`config.mk`:
```
export PLATFORM = sky130hd
export DESIGN_NAME = instr_fetch_seq
export DESIGN_NICKNAME = d
export VERILOG_FILES = /design/src/rtl/instr_fetch_seq.sv
export SDC_FILE = /design/constraint.sdc
export NUM_CORES = 1
export LEC_CHECK = 0
export CORE_UTILIZATION = 25
export CTS_CLUSTER_DIAMETER = 120
export CTS_CLUSTER_SIZE = 24
export DETAILED_ROUTE_END_ITERATION = 16
export GPL_TIMING_DRIVEN = 0
export HOLD_SLACK_MARGIN = 0.1
export PLACE_DENSITY = 0.59
export RECOVER_POWER = 100
export SETUP_SLACK_MARGIN = 0.4
export SYNTH_ARGS = -nofsm -noshare
export SYNTH_HDL_FRONTEND = slang
export SYNTH_SLANG_ARGS = --single-unit
```
`constraint.sdc`:
```
create_clock -name clk -period 2.6 [get_ports clk]
set_input_delay 0.26 -clock clk [delete_from_list [all_inputs] [get_ports clk]]
set_output_delay 0.26 -clock clk [all_outputs]
set_load 0.005 [all_outputs]
```
`src/rtl/instr_fetch_seq.sv`:
```
// Instruction-fetch sequencer: holds the PC, fetches from a combinational ROM, issues to the core.
// Latency: start_i to first instr_valid_o is 2 cycles; one instruction per 2 cycles when the core does not stall.
// Backpressure: stall_i holds the issued instruction, the PC and the retire count until the core accepts.
module instr_fetch_seq #(
    parameter logic [7:0] HALT_OPC    = 8'b10001000,
    parameter logic [7:0] ILLEGAL_OPC = 8'hFF,
    parameter int         CNT_W       = 16
) (
    input  logic             clk,
    input  logic             reset,
    input  logic             start_i,
    input  logic [7:0]       start_addr_i,
    output logic [7:0]       rom_addr_o,
    input  logic [7:0]       rom_data_i,
    output logic [7:0]       instr_o,
    output logic [7:0]       instr_pc_o,
    output logic             instr_valid_o,
    input  logic             stall_i,
    input  logic             branch_taken_i,
    input  logic [7:0]       branch_off_i,
    output logic             done_o,
    output logic             error_o,
    output logic [CNT_W-1:0] retired_o
);

    typedef enum logic [2:0] {
        IDLE   = 3'd0,
        FETCH  = 3'd1,
        ISSUE  = 3'd2,
        HALTED = 3'd3,
        ERROR  = 3'd4
    } state_t;

    state_t           state_q;
    logic [7:0]       pc_q;
    logic [7:0]       instr_q;
    logic [7:0]       instr_pc_q;
    logic             valid_q;
    logic             done_q;
    logic             error_q;
    logic [CNT_W-1:0] retired_q;

    logic [7:0]       pc_ret_d;
    logic [CNT_W-1:0] retired_d;

    // Next PC once the issued instruction retires; branches only redirect when taken, mod-256 arithmetic.
    always_comb begin
        pc_ret_d = instr_pc_q + 8'd1;
        if (branch_taken_i) begin
            if (instr_q[7:3] == 5'b11110) begin
                pc_ret_d = instr_pc_q + 8'd1 + branch_off_i;
            end else if (instr_q[7:3] == 5'b10110) begin
                pc_ret_d = instr_pc_q + 8'd1 - branch_off_i;
            end
        end
        retired_d = (&retired_q) ? retired_q : retired_q + CNT_W'(1);
    end

    // Sequencer FSM with registered outputs; reset aborts any pending redirect.
    always_ff @(posedge clk) begin
        if (reset) begin
            state_q    <= IDLE;
            pc_q       <= 8'd0;
            instr_q    <= 8'd0;
            instr_pc_q <= 8'd0;
            valid_q    <= 1'b0;
            done_q     <= 1'b0;
            error_q    <= 1'b0;
            retired_q  <= '0;
        end else begin
            case (state_q)
                IDLE, HALTED, ERROR: begin
                    if (start_i) begin
                        pc_q      <= start_addr_i;
                        retired_q <= '0;
                        done_q    <= 1'b0;
                        error_q   <= 1'b0;
                        state_q   <= FETCH;
                    end
                end
                FETCH: begin
                    instr_q    <= rom_data_i;
                    instr_pc_q <= pc_q;
                    valid_q    <= 1'b1;
                    state_q    <= ISSUE;
                end
                ISSUE: begin
                    if (!stall_i) begin
                        valid_q <= 1'b0;
                        if (instr_q == HALT_OPC) begin
                            retired_q <= retired_d;
                            done_q    <= 1'b1;
                            state_q   <= HALTED;
                        end else if (instr_q == ILLEGAL_OPC) begin
                            error_q <= 1'b1;
                            state_q <= ERROR;
                        end else begin
                            retired_q <= retired_d;
                            pc_q      <= pc_ret_d;
                            state_q   <= FETCH;
                        end
                    end
                end
                default: begin
                    valid_q <= 1'b0;
                    state_q <= IDLE;
                end
            endcase
        end
    end

    assign rom_addr_o    = pc_q;
    assign instr_o       = instr_q;
    assign instr_pc_o    = instr_pc_q;
    assign instr_valid_o = valid_q;
    assign done_o        = done_q;
    assign error_o       = error_q;
    assign retired_o     = retired_q;

endmodule

```
# Word-level counts from Yosys, hierarchy flattened

Cells that the tools add are included.
Widths: inputs -> output; s select.

RAM bits: 0
Output and inout port bits: 43
Bits in registers: 46
Latch bits: 0
Input bits: 29
Memories kept: 0
Logic and storage cells: 67
ROM bits: 0

Bitwise gates (word level): 1
Equality and inequality tests: 15
Multipliers: 0
Order comparisons: 0
Muxes and demuxes: 29
Reduce and logical (&&, ||, !) cells: 10
Divide/modulo/power cells: 0
$add $sub $neg: 4
Shifts and indexed selects: 0

Operators with widths:

| kind                  | count |
|---|---|
| $mux 16               | 5 |
| $mux 8                | 7 |
| $pmux 16 s2           | 1 |
| $add 16x1->16 const B | 1 |
| $eq 8x8->1 const B    | 2 |
| $pmux 8 s2            | 1 |
| $reduce_and 16->1     | 1 |
| $mux 3                | 4 |
| $ne 2x2->1 const B    | 6 |
| $eq 5x5->1 const B    | 2 |
| $reduce_and 5->1      | 2 |
| $pmux 3 s3            | 1 |
| $add 8x1->8 const B   | 1 |
| $add 8x8->8           | 1 |
| $reduce_and 4->1      | 2 |
| $sub 8x8->8           | 1 |
| $mux 1                | 7 |
| $eq 3x2->1 const B    | 2 |
| $pmux 1 s2            | 2 |
| $reduce_and 2->1      | 2 |
| $eq 3x1->1 const B    | 1 |
| $eq 3x3->1 const B    | 1 |
| $logic_not 3->1       | 1 |
| $ne 3x3->1 const B    | 1 |
| other kinds (4)       | 4 |

# Longest topological paths before layout

Gate-level depths: netlist (run 1).

Depth in word-level cells: 9
Gate-level depth with buffers: 12
Depth with buffers taken out: 11

# Worst setup path before layout (run 1)

No wires, ideal clock.

Path type: reg-to-reg
Start point: register instr_pc_q[0] (netlist: instr_pc_o[0])
End point: register pc_q[6] (netlist: rom_addr_o[6])
Required time: 2.509 ns
Arrival time: 2.393 ns
Library setup time: 0.091 ns
Path buffers: 1
Path slack: 0.116 ns
Period minus slack after synthesis: 2.484 ns
Cell stages (with the launch flop): 13
Path through: dfxtp_1 > ha_1 > nand3_1 > xnor2_1 > ha_1 > buf_2 > a21oi_1 > o21ai_0 > a211oi_1 > a211oi_1 > xor2_1 > nand2_1 > a311oi_1

Longest elaborated chain between the ends: 9
Elaborated cells on any way between the ends: 10
Those cells by class: add/sub (3); mux (7)

RTL lines:

| item                     | RTL line   | text |
|---|---|---|
| start: declaration       | 37         | `logic [7:0] instr_pc_q;` |
| start signal: assignment | 83         | `instr_pc_q <= pc_q;` |
| $add 8x1->8 (*)          | 48, 51, 53 |  |
| $sub 8x8->8              | 53         | `pc_ret_d = instr_pc_q + 8'd1 - branch_off_i;` |
| $mux 8                   | 52         | `end else if (instr_q[7:3] == 5'b10110) begin` |
| $mux 8                   | 50         | `if (instr_q[7:3] == 5'b11110) begin` |
| $mux 8 (*)               | 49         | `if (branch_taken_i) begin` |
| $mux 8 (*)               | 94         | `end else if (instr_q == ILLEGAL_OPC) begin` |
| $mux 8 (*)               | 90         | `if (instr_q == HALT_OPC) begin` |
| $mux 8 (*)               | 88         | `if (!stall_i) begin` |
| $pmux 8 s2 (*)           | 71         | `case (state_q)` |
| end signal: assignment   | 74         | `pc_q <= start_addr_i;` |
| end signal: assignment   | 99         | `pc_q <= pc_ret_d;` |
| end: declaration         | 35         | `logic [7:0] pc_q;` |

Mark *: on every way between the ends. The rest lies on a longest branch, timed or not. The select of a mux whose other input is x is not followed.
A chain may end at the register's enable or synchronous reset.

# Worst setup path after layout (run 1)

Start point: register instr_pc_q[0] (netlist: instr_pc_o[0])
End point: register pc_q[4] (netlist: rom_addr_o[4])

The elaborated chain is that of the path after synthesis.

==> impl_results.md, run 1 <==
* Fraction of layout instances using a drive strength above 1 at 0.1384
* IO buf count at 71
* Number of enable flip-flop cells after synthesis at 0
* End-of-flow core utilization at 0.3807
* FFs w/ async S/R, synth at 0
* Setup violators final at 0
* Mean cell area of the mapped netlist at approximately 8.0 um^2
* Internal Dissipation at 1384 uW
* Sequential share of power at 0.404
* Final slew viol count at 0
* Cell area after placement at around 3800 um^2
* Horizontal die dimension at between 100 and 150 um
* Core Region at 10980 um^2
* Residual DRC at 0
* Power per cell area at around 460 nW/um^2
* Setup repair after global routing missed its margin: yes
* Total clock buffers created by CTS at 5
* Count of maximum capacitance violations at 0
* Antenna Nets Post-Route at 0
* Peak clock frequency supported by timing at 409.0 MHz
* Global-route wire length before repair at between 10000 and 15000 um
* Sw Share at 0.2751
* FF/Latch Area at 939.7 um^2
* Hold Crit Class: reg2reg
* Net count of the finished layout at 495
* Worst slew margin at 0.6137
* Largest stage delay on the critical path at 0.39 ns
* Worst Clk Skew at about 0.0052 ns
* Highest-delay cell along the critical path: dfxtp_4
* # H-tree levels at 2
* Clock-pin transition on the worst setup and hold timing paths at 0.07 ns
* Run status: completed
* Most used cells in the layout excluding fill and tap cells: 45 x nor2_1, 45 x nand2_1, 41 x dfxtp_1
* Placed wire-length estimate after detailed placement at about 6500 um
* Number of placement rows at 38
* Root buffer selected by CTS: clkbuf_16
* Post-synthesis to final-layout area growth at 46.51%
* Portion of the post-synthesis area used by sequential elements at 0.3227
* Sw power at 525.3 uW
* Fraction of synthesized cell area taken by the top area cell type at 0.3227
* Cells after DPL at 568
* Total global routing track utilization at 0.1466
* Total negative setup slack at 0 ns
* Arrival time of the worst setup path at between 2 and 3 ns
* Ranking of synthesized cells by area: dfxtp_1 32%, ha_1 7.5%, a21oi_1 6.0%
* CTS tree: yes
* Post-route non-filler standard cell count at 588
* Final-layout fill cell count at 1105
* Critical path fanouts, max at 5
* Critical path capture point type: register
* Fraction of power consumed by the clock network at 0.387
* Startpoint type of the worst setup path: register
* Worst path cell trace: ha_4 -> xor2_1 -> ha_1 -> inv_1 -> a21oi_1 -> o21ai_0 -> a21oi_1 -> or3_1 -> o2111ai_1 -> a311oi_1
* Full die area at 11850 um^2
* Data required time at the worst endpoint at 2.75 ns
* Most instantiated flip-flop cell in the synthesis netlist: dfxtp_1
* Synthesized instance count at 357
* Number of warnings reported in the yosys synthesis log at 0
* Post-Route WL at 8578 um
* Detailed-route wire length per cell at 14.59 um
* Net count after synthesis at 405
* Synth cell types at 50
* Antenna violations before repair at 0
* Leak pwr at roughly 0.0017 uW
* Final RePlAce weighted congestion at 0.8942
* Clock latency reported for the late side of the worst-skew pair at 0.29 ns
* Cell seen most often among critical-path stages: a21oi_1
* Number of top-level pins at 72
* Top cell type by total area after synthesis: dfxtp_1
* Minimum period implied by the final worst setup slack at 2.445 ns
* Final-report hold violation count at 0
* Combinational share of power at 0.209
* Maximum number of pins on one net before global-route repair at 16
* Final period utilization at 0.9404
* Class of the most critical setup path: reg2reg
* DRC marker count from the first detailed-route iteration at 143
* Maximum resistive drop on vdd at 0.2931 mV
* Flip-flop and latch count after synthesis at 46
* Via count at 2842
* Initial standard-cell utilization of the core at 0.2599
* DIE HEIGHT at 108.8 um
* Multi-input gate area in the final layout at 1933 um^2
* Antenna diode count at 0
* Slew at the pin with the worst max-slew slack at a little under 0.6 ns
* Design Area, Final at 4182 um^2
* Via count of the first global-routing pass at 2722
* Clk sink count at 46
* Clock Tree Buf Depth at 2
* Hold buffer count at cts at 0
* TritonRoute pass-1 iters at 4
* Netlist area before placement at 2854 um^2
* GRT Residual Overflow at 0
* Mean number of vias per cell at 4.833
==> final timing paths <==
path	from	endpoint	cells past startpoint	slack, ns
hold reg to reg	rom_addr_o[2]	instr_pc_o[2]	2	0.48
setup reg to reg	instr_pc_o[0]	rom_addr_o[4]	10	0.15
setup / recovery	instr_pc_o[0]	rom_addr_o[4]	10	0.15
hold / removal	rom_addr_o[2]	instr_pc_o[2]	2	0.48
==> state kept, by name, summed over array words and instances, names as in the netlist <==
signal,cells
state_q,3
instr_valid_o,1
rom_addr_o,8
error_o,1
instr_o,8
instr_pc_o,8
done_o,1
retired_o,16
==> what timing repair did <==
| item | CTS | global route |
|---|---|---|
| endpoints found under the hold margin | 0 | 0 |
| resized for setup | 6 | 24 |
| cloned | 0 | 0 |
| endpoints found under the setup margin | 5 | 7 |
| pin swaps | 7 | 9 |
| buffers inserted | 7 | 5 |
==> area by class of cell <==
cell class | count | area share
Timing Repair Buffer | 83 | 0.1915
Sequential cell | 46 | 0.2247
Tap cell | 140 | 0.04189
Multi-Input combinational cell | 282 | 0.4623
Clock inverter | 3 | 0.01077
Buffer | 17 | 0.02813
Clock buffer | 5 | 0.02992
Inverter | 12 | 0.01077
==> logic make-up (layout without fill, tap and decap cells) <==
family / Yosys count / count (layout) / share of synthesized area
AOI/OAI and AO/OA: 76 / 76 / 0.1683
muxes: 3 / 3 / 0.01052
adders and majority gates: 19 / 19 / 0.08856
xor gates and xnor gates: 28 / 28 / 0.08856
and+or+nand+nor: 156 / 156 / 0.2674
buffers and inverters: 29 / 120 / 0.05392
DFF: 46 / 46 / 0.3227
==> stage by stage <==
stage | total power [uW] | hold slack, ns | worst slack, ns
global placement | 1160 | 0.4639 | 0.05064
finish | 1909 | 0.4786 | 0.1549
floorplan | 994.2 | 0.3960 | 0.4184
CTS | 1905 | 0.4813 | 0.2591
detailed placement | 1165 | 0.4674 | 0.03696
global route | 1992 | 0.5084 | 0.09317
==> metal layers <==
layer / up-vias / routed length [um] / part of all wire / GRT usage
met2: 72 / 3952 / 0.46 / 0.2328
met5: - / 0 / 0 / 0
met1: 1340 / 4112 / 0.48 / 0.2020
met3: 14 / 323 / 0.038 / 0.02271
met4: 0 / 190 / 0.022 / 0.04730
li1: 1416 / - / - / -
==> cell usage after synthesis (2+ instances only) <==
master	number
and2_1	4
nand2b_1	7
and3_1	5
and3_4	2
inv_1	11
o2111ai_1	3
dfxtp_1	46
o21ai_0	7
clkbuf_1	8
nor2_1	45
nor2b_1	5
buf_6	5
nor3_1	3
o21ai_1	3
nand3_1	19
fa_1	2
buf_2	3
ha_1	17
nand4_1	10
nand2_1	45
xnor2_1	9
xor2_1	18
o21a_1	3
a21o_1	2
a211oi_1	7
a311oi_1	3
a21oi_1	34
o211ai_1	5
mux2i_1	3
a22oi_1	2
nor3b_1	2
==> power groups by stage <==
stage | clock network [uW] | logic [uW] | registers, uW
floorplan | 0 | 216 | 778
global placement | 0 | 371 | 789
detailed placement | 0 | 375 | 789
CTS | 745 | 387 | 774
global route | 781 | 434 | 776
finish | 740 | 399 | 771
==> critical path: cells and delay by family (launching register included) <==
family,cells,cell delay [ns]
compound gates,5,0.77
fa+ha+maj,2,0.49
flops,1,0.39
simple gates,1,0.32
xor+xnor,1,0.26
buf+inv,1,0.09
Power figures use the tool's default switching activity.
==> run 2, diff against run 1 <==
- RECOVER_POWER: 100 -> unset
- SETUP_SLACK_MARGIN: 0.4 -> unset
==> impl_results.md, run 2 (synthesized netlist as in run 1, its figures left out) <==
* Run status: completed
* Final period utilization at 0.9578 (+0.01741)
* Worst hold path stage count at 2 (unchanged)
* Class of the most critical setup path: reg2reg
* Final-report hold violation count at 0 (unchanged)
* Peak clock frequency supported by timing at 401.5 MHz (-1.8%)
* End-of-flow core utilization at 0.3602 (-0.02051)
* Worst reg2reg path startpoint: instr_pc_o[1]
* Via count at 2789 (-1.9%)
* Minimum period implied by the final worst setup slack at 2.490 ns (+0.04526 ns)
* GRT Residual Overflow at 0 (unchanged)
* Startpoint of the worst hold path: rom_addr_o[0]
* Flip-flop count of the largest register after layout at 16 (unchanged)
* Arrival time of the worst setup path at 2.68 ns (+0.09 ns)
* Setup violators final at 0 (unchanged)
* Critical path fanouts, max at 9 (+4)
* Power per cell area at 441.0 nW/um^2 (-3.4%)
* Final-layout worst hold slack at 0.4694 ns (-0.009167 ns)
* Post-Route WL at 8347 um (-2.7%)
* Most common cell after layout, fill and taps aside: clkdlybuf4s50_1
* Root buffer selected by CTS: clkbuf_16
* Total clock buffers created by CTS at 5 (unchanged)
* Worst Clk Skew at 0.002936 ns (-0.002238 ns)
* Via count of the first global-routing pass at 2620 (-3.7%)
* Initial standard-cell utilization of the core at 0.2599 (unchanged)
* Clock Tree Buf Depth at 2 (unchanged)
* Total global routing track utilization at 0.1413 (-0.005340)
* Hold buffer count at cts at 0 (unchanged)
* Horizontal die dimension at 108.8 um (unchanged)
* Most used cells in the layout excluding fill and tap cells: 71 x clkdlybuf4s50_1, 45 x nor2_1, 45 x nand2_1
* Residual DRC at 0 (unchanged)
* Hold path endpoint: instr_pc_o[0]
* R2R cell count at 12 (+2)
* Number of placement rows at 38 (unchanged)
* Clock-pin transition on the worst setup and hold timing paths at 0.06 ns (about the same)
* CTS tree: yes
* Final slew viol count at 0 (unchanged)
* Critical path capture point type: register
* Core Region at 10980 um^2 (unchanged)
* Startpoint of the most critical setup path: instr_pc_o[1]
* Fraction of layout instances using a drive strength above 1 at 0.08676 (-0.05163)
* Antenna diode count at 0 (unchanged)
* Detailed-route wire length per cell at 14.44 um (-1.0%)
* Reg-to-reg setup timing slack at 0.11 ns (-0.05 ns)
* Slew at the pin with the worst max-slew slack at 0.5824 ns (+0.005081 ns)
* Maximum resistive drop on vdd at 0.3123 mV (+6.6%)
* Clock latency reported for the late side of the worst-skew pair at 0.28 ns (about the same)
* Antenna Nets Post-Route at 0 (unchanged)
* Full die area at 11850 um^2 (unchanged)
* Placed wire-length estimate after detailed placement at 6386 um (-1.3%)
* TritonRoute pass-1 iters at 4 (unchanged)
* Mean number of vias per cell at 4.825 (-0.17%)
* Final RePlAce weighted congestion at 0.8530 (-4.6%)
* DIE HEIGHT at 108.8 um (unchanged)
* Worst slew margin at 0.6118 (-0.001966)
* Clk sink count at 46 (unchanged)
* Global-route wire length before repair at 13000 um (-3.9%)
* Antenna violations before repair at 0 (unchanged)
* Maximum number of pins on one net before global-route repair at 13 (-3)
* # H-tree levels at 2 (unchanged)
* Leak pwr at 0.001468 uW (-12%)
* Data required time at the worst endpoint at 2.79 ns (+0.04 ns)
* Startpoint type of the worst setup path: register
* Hold Crit Class: reg2reg
* Number of top-level pins at 72 (unchanged)
* Count of maximum capacitance violations at 0 (unchanged)
* IO buf count at 71 (unchanged)
* Net count of the finished layout at 486 (-1.8%)
* Post-synthesis to final-layout area growth at 38.62%
* Worst flop-to-flop path endpoint: rom_addr_o[6]
* DRC marker count from the first detailed-route iteration at 131 (-8.4%)
==> run 2: cell count changes in the layout (fill, tap and decap cells not counted), sizes merged <==
cell	delta
clkdlybuf4s50	+40
dlygate4sd3	-40
buf	-8
clkinvlp	-2
bufinv	-1
clkbuf	+1
==> run 2: what timing repair did <==
item	in CTS	in global routing
pin swaps	1	7
resized for setup	8	8
gates cloned	0	0
setup endpoints to repair	4	4
buffers inserted	1	2
==> run 2: report_power, final <==
part	switching, uW	internal [uW]
Combinational	191	192
Sequential	35.3	734
Clock	240	352
Total	466	1280
==> run 2: metrics by stage <==
stage	setup WS [ns]	instances	setup TNS (ns)	total power [uW]	cell area, um^2
floorplan	0.1162	357	0	988.8	2854
global route	-0.001884	578	-0.001884	1831	3956
global placement	-0.3659	568	-0.8466	1151	3740
CTS	0.01974	576	0	1753	3914
finish	0.1096	578	0	1745	3956
detailed placement	-0.3267	568	-0.8124	1158	3740
==> run 2: layer usage <==
metal  routed length (um)  global-route usage  up-vias
li1                     -                   -     1394
met1                 3867              0.1849     1323
met4                   94             0.03668        0
met2                 3941              0.2342       66
met5                    0                   0        -
met3                  444             0.03048        6
==> run 2: worst max-delay path by stage <==
stage,end
final,rom_addr_o[6]
after global routing,rom_addr_o[7]
after CTS,rom_addr_o[6]
after detailed placement,rom_addr_o[6]
after global placement,rom_addr_o[6]
after floorplan,rom_addr_o[6]
==> run 2: final cells by class <==
class                           count  area (um^2)
Inverter                           12        45.04
Fill cell                        1133         7027
Sequential cell                    46        929.6
Clock buffer                        7        132.6
Timing Repair Buffer               74        733.2
Multi-Input combinational cell    282         1829
Tap cell                          140        175.2
Buffer                             17        111.4
==> run 2: worst max-delay path, cell delays in order (launching register included) <==
cell and delay [ns]:
dfxtp_4 0.39, ha_4 0.16, nand3_1 0.13, xnor2_2 0.18, ha_1 0.28, buf_4 0.16, nand2_1 0.06, o21ai_1 0.16
a211oi_1 0.09, a211oi_1 0.28, xor2_1 0.18, nand2_1 0.07, a311oi_1 0.26
